File: src/rtl/disp_pkg.sv
// Shared constants and types for the multiplexed 7-segment display scanner.
package disp_pkg;

  localparam int unsigned NIB_W     = 4;
  localparam int unsigned HEX_W     = 7;
  localparam int unsigned SEG_W     = 8;
  localparam int unsigned ANODE_W   = 4;
  localparam int unsigned VIEW_W    = 16;
  localparam int unsigned SEL_W     = 2;
  localparam int unsigned DSEL_W    = 7;
  localparam int unsigned PC_W      = 9;
  localparam int unsigned TEST_W    = 32;
  localparam int unsigned STEPCNT_W = 8;
  localparam int unsigned CLKCNT_W  = 16;

  // Active-low gfedcba patterns for each hex nibble
  localparam logic [HEX_W-1:0] HEX_0 = 7'h40;
  localparam logic [HEX_W-1:0] HEX_1 = 7'h79;
  localparam logic [HEX_W-1:0] HEX_2 = 7'h24;
  localparam logic [HEX_W-1:0] HEX_3 = 7'h30;
  localparam logic [HEX_W-1:0] HEX_4 = 7'h19;
  localparam logic [HEX_W-1:0] HEX_5 = 7'h12;
  localparam logic [HEX_W-1:0] HEX_6 = 7'h02;
  localparam logic [HEX_W-1:0] HEX_7 = 7'h78;
  localparam logic [HEX_W-1:0] HEX_8 = 7'h00;
  localparam logic [HEX_W-1:0] HEX_9 = 7'h10;
  localparam logic [HEX_W-1:0] HEX_A = 7'h08;
  localparam logic [HEX_W-1:0] HEX_B = 7'h03;
  localparam logic [HEX_W-1:0] HEX_C = 7'h46;
  localparam logic [HEX_W-1:0] HEX_D = 7'h21;
  localparam logic [HEX_W-1:0] HEX_E = 7'h06;
  localparam logic [HEX_W-1:0] HEX_F = 7'h0E;
  localparam logic [HEX_W-1:0] HEX_BLANK = 7'h7F;

  localparam logic [SEG_W-1:0]   SEG_OFF   = 8'hFF;
  localparam logic [ANODE_W-1:0] ANODE_OFF = 4'hF;

  typedef enum logic [SEL_W-1:0] {
    VIEW_TEST_LO = 2'b00,
    VIEW_TEST_HI = 2'b01,
    VIEW_PC      = 2'b10,
    VIEW_CLK     = 2'b11
  } view_sel_e;

  typedef struct packed {
    logic [ANODE_W-1:0] anode;
    logic [SEG_W-1:0]   seg;
  } disp_out_t;

endpackage

File: src/rtl/disp_scan_if.sv
// Debug-value inputs from the CPU top plus the display pins they drive.
interface disp_scan_if;
  import disp_pkg::*;

  logic [STEPCNT_W-1:0] disp_clock_count;
  logic [CLKCNT_W-1:0]  clock_count;
  logic [PC_W-1:0]      o_pc;
  logic [TEST_W-1:0]    test_out;
  logic [DSEL_W-1:0]    disp_sel;
  logic [ANODE_W-1:0]   disp_anode;
  logic [SEG_W-1:0]     disp_seg;

  modport master (
    output disp_clock_count, clock_count, o_pc, test_out, disp_sel,
    input  disp_anode, disp_seg
  );

  modport slave (
    input  disp_clock_count, clock_count, o_pc, test_out, disp_sel,
    output disp_anode, disp_seg
  );
endinterface

File: src/rtl/disp_scan_hex_to_seg.sv
// Nibble to active-low gfedcba segment decoder.
module hex_to_seg
  import disp_pkg::*;
(
  input  logic [NIB_W-1:0] nibble,
  output logic [HEX_W-1:0] seg_c
);

  always_comb begin
    seg_c = HEX_BLANK;
    case (nibble)
      4'h0: seg_c = HEX_0;
      4'h1: seg_c = HEX_1;
      4'h2: seg_c = HEX_2;
      4'h3: seg_c = HEX_3;
      4'h4: seg_c = HEX_4;
      4'h5: seg_c = HEX_5;
      4'h6: seg_c = HEX_6;
      4'h7: seg_c = HEX_7;
      4'h8: seg_c = HEX_8;
      4'h9: seg_c = HEX_9;
      4'hA: seg_c = HEX_A;
      4'hB: seg_c = HEX_B;
      4'hC: seg_c = HEX_C;
      4'hD: seg_c = HEX_D;
      4'hE: seg_c = HEX_E;
      4'hF: seg_c = HEX_F;
      default: seg_c = HEX_BLANK;
    endcase
  end

endmodule

File: src/rtl/disp_scan.sv
// 4-digit multiplexed 7-segment scanner: per-frame snapshot of a selectable
// 16-bit debug view, blanking gap at each slot start, registered pins.
module disp_scan
  import disp_pkg::*;
#(
  parameter int unsigned DIV_WIDTH    = 16,
  parameter int unsigned BLANK_CYCLES = 4,   // 1 .. 2^DIV_WIDTH-1
  parameter bit          LZ_BLANK     = 1'b0
) (
  input  logic       clock,
  input  logic       reset,
  disp_scan_if.slave bus
);

  logic [DIV_WIDTH-1:0] cnt;
  logic [1:0]           idx;
  logic [VIEW_W-1:0]    snap;
  logic [SEL_W-1:0]     snap_sel;
  disp_out_t            out_q;

  logic [VIEW_W-1:0] view_c;
  logic              frame_start_c;
  logic              slot_end_c;
  logic              show_c;
  logic [NIB_W-1:0]  nibble_c;
  logic [HEX_W-1:0]  hex_c;
  logic              lz_blank_c;
  disp_out_t         out_c;

  // Register index and PC MSB are not displayed by this block
  wire unused_bits_c = ^{bus.disp_sel[DSEL_W-1:SEL_W], bus.o_pc[PC_W-1]};

  always_comb begin
    view_c = bus.test_out[15:0];
    case (view_sel_e'(bus.disp_sel[SEL_W-1:0]))
      VIEW_TEST_LO: view_c = bus.test_out[15:0];
      VIEW_TEST_HI: view_c = bus.test_out[31:16];
      VIEW_PC:      view_c = {bus.disp_clock_count, bus.o_pc[7:0]};
      VIEW_CLK:     view_c = bus.clock_count;
      default:      view_c = bus.test_out[15:0];
    endcase
  end

  assign frame_start_c = (cnt == '0) && (idx == 2'd0);
  assign slot_end_c    = (cnt == '1);
  assign show_c        = (cnt >= DIV_WIDTH'(BLANK_CYCLES));
  assign nibble_c      = snap[{idx, 2'b00} +: NIB_W];

  hex_to_seg u_hex_to_seg (
    .nibble (nibble_c),
    .seg_c  (hex_c)
  );

  // A digit is a leading zero when it and every digit above it are zero
  always_comb begin
    lz_blank_c = 1'b0;
    case (idx)
      2'd1:    lz_blank_c = (snap[15:4]  == '0);
      2'd2:    lz_blank_c = (snap[15:8]  == '0);
      2'd3:    lz_blank_c = (snap[15:12] == '0);
      default: lz_blank_c = 1'b0;
    endcase
    if (!LZ_BLANK) lz_blank_c = 1'b0;
  end

  always_comb begin
    out_c.anode = ANODE_OFF;
    out_c.seg   = SEG_OFF;
    if (show_c) begin
      out_c.anode = ~(ANODE_W'(1) << idx);
      out_c.seg   = {(idx != snap_sel), (lz_blank_c ? HEX_BLANK : hex_c)};
    end
  end

  always_ff @(posedge clock) begin
    if (reset) begin
      cnt         <= '0;
      idx         <= 2'd0;
      snap        <= '0;
      snap_sel    <= '0;
      out_q.anode <= ANODE_OFF;
      out_q.seg   <= SEG_OFF;
    end else begin
      cnt <= cnt + DIV_WIDTH'(1);
      if (slot_end_c) idx <= idx + 2'd1;
      // Snapshot lands in the blank phase of slot 0, so a frame never tears
      if (frame_start_c) begin
        snap     <= view_c;
        snap_sel <= bus.disp_sel[SEL_W-1:0];
      end
      out_q <= out_c;
    end
  end

  assign bus.disp_anode = out_q.anode;
  assign bus.disp_seg   = out_q.seg;

endmodule
File: src/flat_wrapper.sv
// flat-port wrapper written by rule: the top's interface ports become plain ports
module disp_scan_flat import disp_pkg::*;
#(
  parameter int unsigned DIV_WIDTH    = 16,
  parameter int unsigned BLANK_CYCLES = 4,                        
  parameter bit          LZ_BLANK     = 1'b0
)
  (clock, reset, bus_disp_clock_count, bus_clock_count, bus_o_pc, bus_test_out, bus_disp_sel, bus_disp_anode, bus_disp_seg);
  disp_scan_if bus_i ();
  input  logic clock;
  input  logic reset;
  input wire logic [$bits(bus_i.disp_clock_count)-1:0] bus_disp_clock_count;
  input wire logic [$bits(bus_i.clock_count)-1:0] bus_clock_count;
  input wire logic [$bits(bus_i.o_pc)-1:0] bus_o_pc;
  input wire logic [$bits(bus_i.test_out)-1:0] bus_test_out;
  input wire logic [$bits(bus_i.disp_sel)-1:0] bus_disp_sel;
  output wire logic [$bits(bus_i.disp_anode)-1:0] bus_disp_anode;
  output wire logic [$bits(bus_i.disp_seg)-1:0] bus_disp_seg;
  assign bus_i.disp_clock_count = bus_disp_clock_count;
  assign bus_i.clock_count = bus_clock_count;
  assign bus_i.o_pc = bus_o_pc;
  assign bus_i.test_out = bus_test_out;
  assign bus_i.disp_sel = bus_disp_sel;
  assign bus_disp_anode = bus_i.disp_anode;
  assign bus_disp_seg = bus_i.disp_seg;
  disp_scan #(.DIV_WIDTH(DIV_WIDTH), .BLANK_CYCLES(BLANK_CYCLES), .LZ_BLANK(LZ_BLANK)) u_core (.clock(clock), .reset(reset), .bus(bus_i));
endmodule
File: config.mk
export PLATFORM = sky130hd
export DESIGN_NAME = disp_scan_flat
export DESIGN_NICKNAME = d
export VERILOG_FILES = /design/src/rtl/disp_pkg.sv /design/src/rtl/disp_scan_if.sv /design/src/rtl/disp_scan_hex_to_seg.sv /design/src/rtl/disp_scan.sv /design/src/flat_wrapper.sv
export SDC_FILE = /design/constraint.sdc
export NUM_CORES = 1
export LEC_CHECK = 0
export ABC_CLOCK_PERIOD_IN_PS = 2200
export CAP_MARGIN = 20
export CORE_MARGIN = 2
export CORE_UTILIZATION = 40
export CTS_CLUSTER_SIZE = 28
export DETAILED_ROUTE_END_ITERATION = 8
export GPL_TIMING_DRIVEN = 0
export PLACE_DENSITY = 0.83
export SLEW_MARGIN = 20
export SYNTH_ARGS = -nofsm -noshare
export SYNTH_HDL_FRONTEND = slang
export SYNTH_SLANG_ARGS = --single-unit
File: constraint.sdc
create_clock -name clock -period 2.2 [get_ports clock]
set_clock_uncertainty 0.05 [all_clocks]
set_input_delay 0.44 -clock clock [delete_from_list [all_inputs] [get_ports clock]]
set_output_delay 0.44 -clock clock [all_outputs]
set_load 0.05 [all_outputs]
# Yosys cells after proc, flatten, opt, wreduce, memory -nomap -nowiden
# Memory sizes are Yosys's and may differ from the RTL's. A register that Yosys moved wholly into a read port is not among the register bits.
# Index checks and enable logic that the tools add are counted.
totals:
  reg_bits: 48
  mem_bits_ro: 112
  output_inout_bits: 12
  elab_cells: 25
  memories: 1
mem_list:
  columns: ["memory", "words", "word_bits", "rd", "rd_clocked_by_memory_dff", "write_ports", "line_no", "source"]
  rows:
  - ["(no name shown)", 16, 7, 1, 1, 0, "disp_scan_hex_to_seg.sv:11", "case (nibble)"]
op_classes:
  add_sub_neg: 2
  n_lt_le_gt_ge: 1
  eq_ne: 5
  shifts: 2
  muxes: 1
  bitwise_logic: 2
  reduce_logical: 5
op_table:
  columns: ["cell", "count"]
  rows:
  - ["one-hot mux 16 bit (4 select lines)", 1]
  - ["adder 16 x 1 -> 16 bit, second input constant", 1]
  - ["equality test 16 bit, second input constant", 1]
  - ["greater-or-equal comparator 16 x 3 -> 1 bit, second input constant", 1]
  - ["logical NOT 16 bit", 1]
  - ["variable part select 16 x 5 -> 4 bit", 1]
  - ["equality test 2 bit, second input constant", 2]
  - ["logical NOT 2 bit", 2]
  - ["inverter 4 bit", 1]
  - ["left shift 1 x 2 -> 4 bit, first input constant", 1]
  - ["adder 2 x 1 -> 2 bit, second input constant", 1]
  - ["equality test 2 x 1 -> 1 bit, second input constant", 1]
  - ["!= test 2 bit", 1]
  - ["OR reduction 2 bit", 1]
  - ["logical AND 1 bit", 1]
  - ["inverter 1 bit", 1]

# Longest topological paths before layout
depth:
  word_depth: 3
  depth_mapped: 8

# Hierarchy
# Synthesis repeated with hierarchy kept, for this count alone.
unflattened:
  cells_unflattened: 264
  hier_area_um2: 2616.3
modules_own_cells:
  columns: ["mod", "instances", "cells_per_inst", "area_per_inst_um2", "seq_area_each_um2"]
  rows:
  - ["disp_scan", 1, 232, 2341.0, 960.9]
  - ["hex_to_seg", 1, 32, 275.3, 0.0]

# Least setup slack after synthesis
# Ideal clock, no wire load.
synth_timing:
  path_kind: "flip-flop to flip-flop"
  from: "register u_core.idx[1]"
  to: "register u_core.bus.disp_seg[4] (netlist name)"
  arrival_ns: 1.844
  t_required_ns: 2.021
  path_slack_ns: 0.176
  path_stages_with_launch: 7
  n_path_buf: 1
  synth_period_minus_slack_ns: 2.024
  path_cell_list: "dfxtp_1 > clkbuf_1 > mux4_2 > ha_1 > mux2_2 > o21ai_1 > nand2_1"
synth_between:
  elab_chain_len: 1
synth_lines:
  columns: ["element", "line_no", "source"]
  rows:
  - ["start, declared", "disp_scan.sv:16", "logic [1:0] idx;"]
  - ["start signal, assigned", "disp_scan.sv:85", "if (slot_end_c) idx <= idx + 2'd1;"]
  - ["variable part select 16 x 5 -> 4 bit", "disp_scan.sv:47", "assign nibble_c = snap[{idx, 2'b00} +: NIB_W];"]
# Every way passes these cells.
# A chain may end at the register's enable or synchronous reset.

# Final worst setup path
layout_timing:
  from: "register u_core.idx[0]"
  to: "register u_core.bus.disp_seg[1] (netlist name)"
layout_between:
  elab_chain_len: 1
layout_lines:
  columns: ["element", "line_no"]
  rows:
  - ["variable part select 16 x 5 -> 4 bit", "disp_scan.sv:47"]
# Every way passes these cells.

==> summary.txt <==
Sinks on Clock Net: 48
top cell type's share of synthesized area: 36.5%
LEAKAGE: 0.00129 µW
die area: 7250 µm²
# IOs: 86
RD Place Congestion: 0.842
worst setup margin: 0.118 ns
worst slew pin tran: 0.520 ns
reg2reg end: u_core.bus.disp_seg[1]
number of buffers created by CTS: 5
vias in the first global route: 2,304
R2R setup slack: 0.12 ns
final cell count without fillers: 434
most frequent cell after synthesis: dfxtp_1
critical path arrival: 2.19 ns
DRT Wirelength: 5850 µm
Clock transition at path regs: 0.09 ns
multi-input logic area: 1570 µm²
initial antenna violation count: 0
Longest Clk Path Bufs: 2
Synth-to-Final Area Change: 37.0%
CTS tree: built
Root Buffer: clkbuf_8
Worst-Skew Late Latency: 0.31 ns
HP Start: u_core.cnt[0]
pin count of the biggest net entering global routing: 17
minimum clock period: 2.08 ns
Crit path top cell by count: o211ai_1
min-delay worst type: reg2reg
Final Slew Violations: 0
Total GRT Usage: 17.0%
dpl ws: -0.0490 ns
Seq/Total Area, Yosys: 36.5%
Post-DP HPWL: 4720 µm
core box area: 6350 µm²
Fmax: 480 MHz
Fill cells: 540
R2R cell count: 6
layout cells sized above 1: 11.5%
Tcrit/Tclk final: 94.6%
WS Path Type: reg2reg
routed vias/inst: 5.33
Die X: 85.1 µm
Critical Path End Type: flip-flop
Starting Density: 41.5%
status: complete, no violations
DR pass1 iterations: 4
Yosys warning total: 0
Post-synth top cells: dfxtp_1 (48), nand3_1 (26), a21oi_1 (25), mux4_2 (21), o21ai_0 (21)
main area contributors after synthesis: dfxtp_1 (37%), mux4_2 (18%), ha_1 (5.7%), nand3_1 (4.9%), a21oi_1 (4.8%)
WL/cell: 13.5 µm
area leader, netlist: dfxtp_1
Worst path max stage delay: 0.58 ns
worst-path fanout max: 7
Rel. slew slack: 65.4%
final setup fails: 0
pwr/cell area: 533 nW/µm²
FF+latch area: 961 µm²
nets: 442
total gr overflow: 0
number of max-cap violations: 0
crit start category: flip-flop
Final Hold Fails: 0
routed vias: 2,315
WP data required: 2.31 ns
TNS Setup: 0 ns
Distinct cells, synth: 39
Mapped Nets: 358
Top FF cell, synth: dfxtp_1
n_diodes: 0
H-tree Lvls: 2
Synth Cell Area: 2630 µm²
hold endpoint: u_core.cnt[0]
CP max-delay cell: mux4_2
1st-iter DRT viols: 112
Site Rows: 29
Avg Cell Area, Syn: 9.68 µm²
flop and latch count out of synthesis: 48
Placed Cells: 426
reg-to-reg critical path startpoint: u_core.idx[0]
fraction of registers with async set/reset: 0%
IO buf count: 77
Peak VDD IR: 0.283 mV
cells after synthesis: 272
first-pass GRT wire length: 9980 µm
final antenna-violating net count: 0
Die H: 85.1 µm
Post-synth EDFFs: 0
crit path cell chain: clkbuf_4, mux4_2, inv_1, ha_1, o211ai_1, o211ai_1
drt drc: 0
hold path depth: 1
==> metal layers <==
layer	global-route usage [%]	wire length, µm	vias to the layer above	part of all wire, %
li1	-	-	1158	-
met1	21.0	2450	1070	42
met2	29.5	2930	76	50
met3	2.43	320	11	5.5
met4	7.36	145	0	2.5
met5	0	0	-	0
==> repair_timing <==
| action | in CTS | in global routing |
|---|---|---|
| setup buffers | 0 | 1 |
| setup endpoints to repair | 3 | 14 |
| gates resized for setup | 1 | 5 |
| hold buffers | 0 | 0 |
==> how the worst max path moves through the flow <==
stage	from	end	slack, ns
2_1_floorplan	u_core.idx[1]	u_core.bus.disp_seg[4]	0.18
3_3_place_gp	u_core.idx[1]	u_core.bus.disp_seg[4]	-0.05
3_5_place_dp	u_core.idx[1]	u_core.bus.disp_seg[4]	-0.05
4_1_cts	u_core.idx[0]	u_core.snap[6]	0.04
5_1_grt	u_core.idx[0]	u_core.bus.disp_seg[3]	-0.004
6_report	u_core.idx[0]	u_core.bus.disp_seg[1]	0.12
==> sequential cells by signal (all words and copies together), names as in the netlist <==
signal and count:
u_core.cnt 16, u_core.snap 16, u_core.bus.disp_anode 4, u_core.bus.disp_seg 8, u_core.idx 2, u_core.snap_sel 2
==> cells in the final DEF (no fill, tap or decap), types with 3 or more instances in the layout <==
cell type         n
clkbuf_1         10
or3_1             4
dfxtp_1          48
nor3_1            4
xnor2_1           7
ha_1             12
xor2_1            7
inv_1             9
nand2_1          14
buf_2             4
nor4_1            4
nor2_1           17
clkdlybuf4s50_1  77
nand3_1          26
o211ai_1          3
nand2b_1          4
mux4_2           21
o21ai_0          21
o21ai_1           4
a21oi_1          25
clkbuf_8          5
==> power breakdown <==
part,internal [µW],switching [µW],leakage [µW]
Sequential,915,29.4,0.000391
Clock,225,298,0.0000445
Combinational,257,198,0.000858
Total,1400,525,0.00129
==> worst max-delay path: cells and delay by family, from the launching register on <==
kind / cells / cell delay (ns)
adders and majority gates: 1 / 0.26
muxes: 1 / 0.58
AOI/OAI and AO/OA: 2 / 0.29
buffers and inverters: 2 / 0.37
DFF: 1 / 0.38
==> final cells by class <==
cell class,instances,share of cell area [%]
inverters,9,0.937
clock inverters,3,0.590
repair buffers,78,21.6
flip-flops and latches,48,26.6
clock buffers,5,1.91
multi-input cells,196,43.5
well taps,77,2.67
plain buffers,18,2.22
==> per-stage QoR <==
stage          hold WS (ns)  util (%)  area (µm²)  total power, µW
2_1_floorplan         0.380         -        2630             1230
3_3_place_gp          0.396      55.1        3500             1410
3_5_place_dp          0.410      55.1        3500             1420
4_1_cts               0.431      56.6        3590             1940
5_1_grt               0.451      56.8        3610             2030
6_report              0.427      56.8        3610             1920
==> cell families after synthesis <==
kind of cell / synth area share, %
muxes: 19.6
AOI/OAI and AO/OA: 11.6
adders and majority gates: 5.70
and+or+nand+nor: 17.7
DFF: 36.5
xor gates and xnor gates: 4.66
buffers and inverters: 4.23
Power figures use the tool's default switching activity.
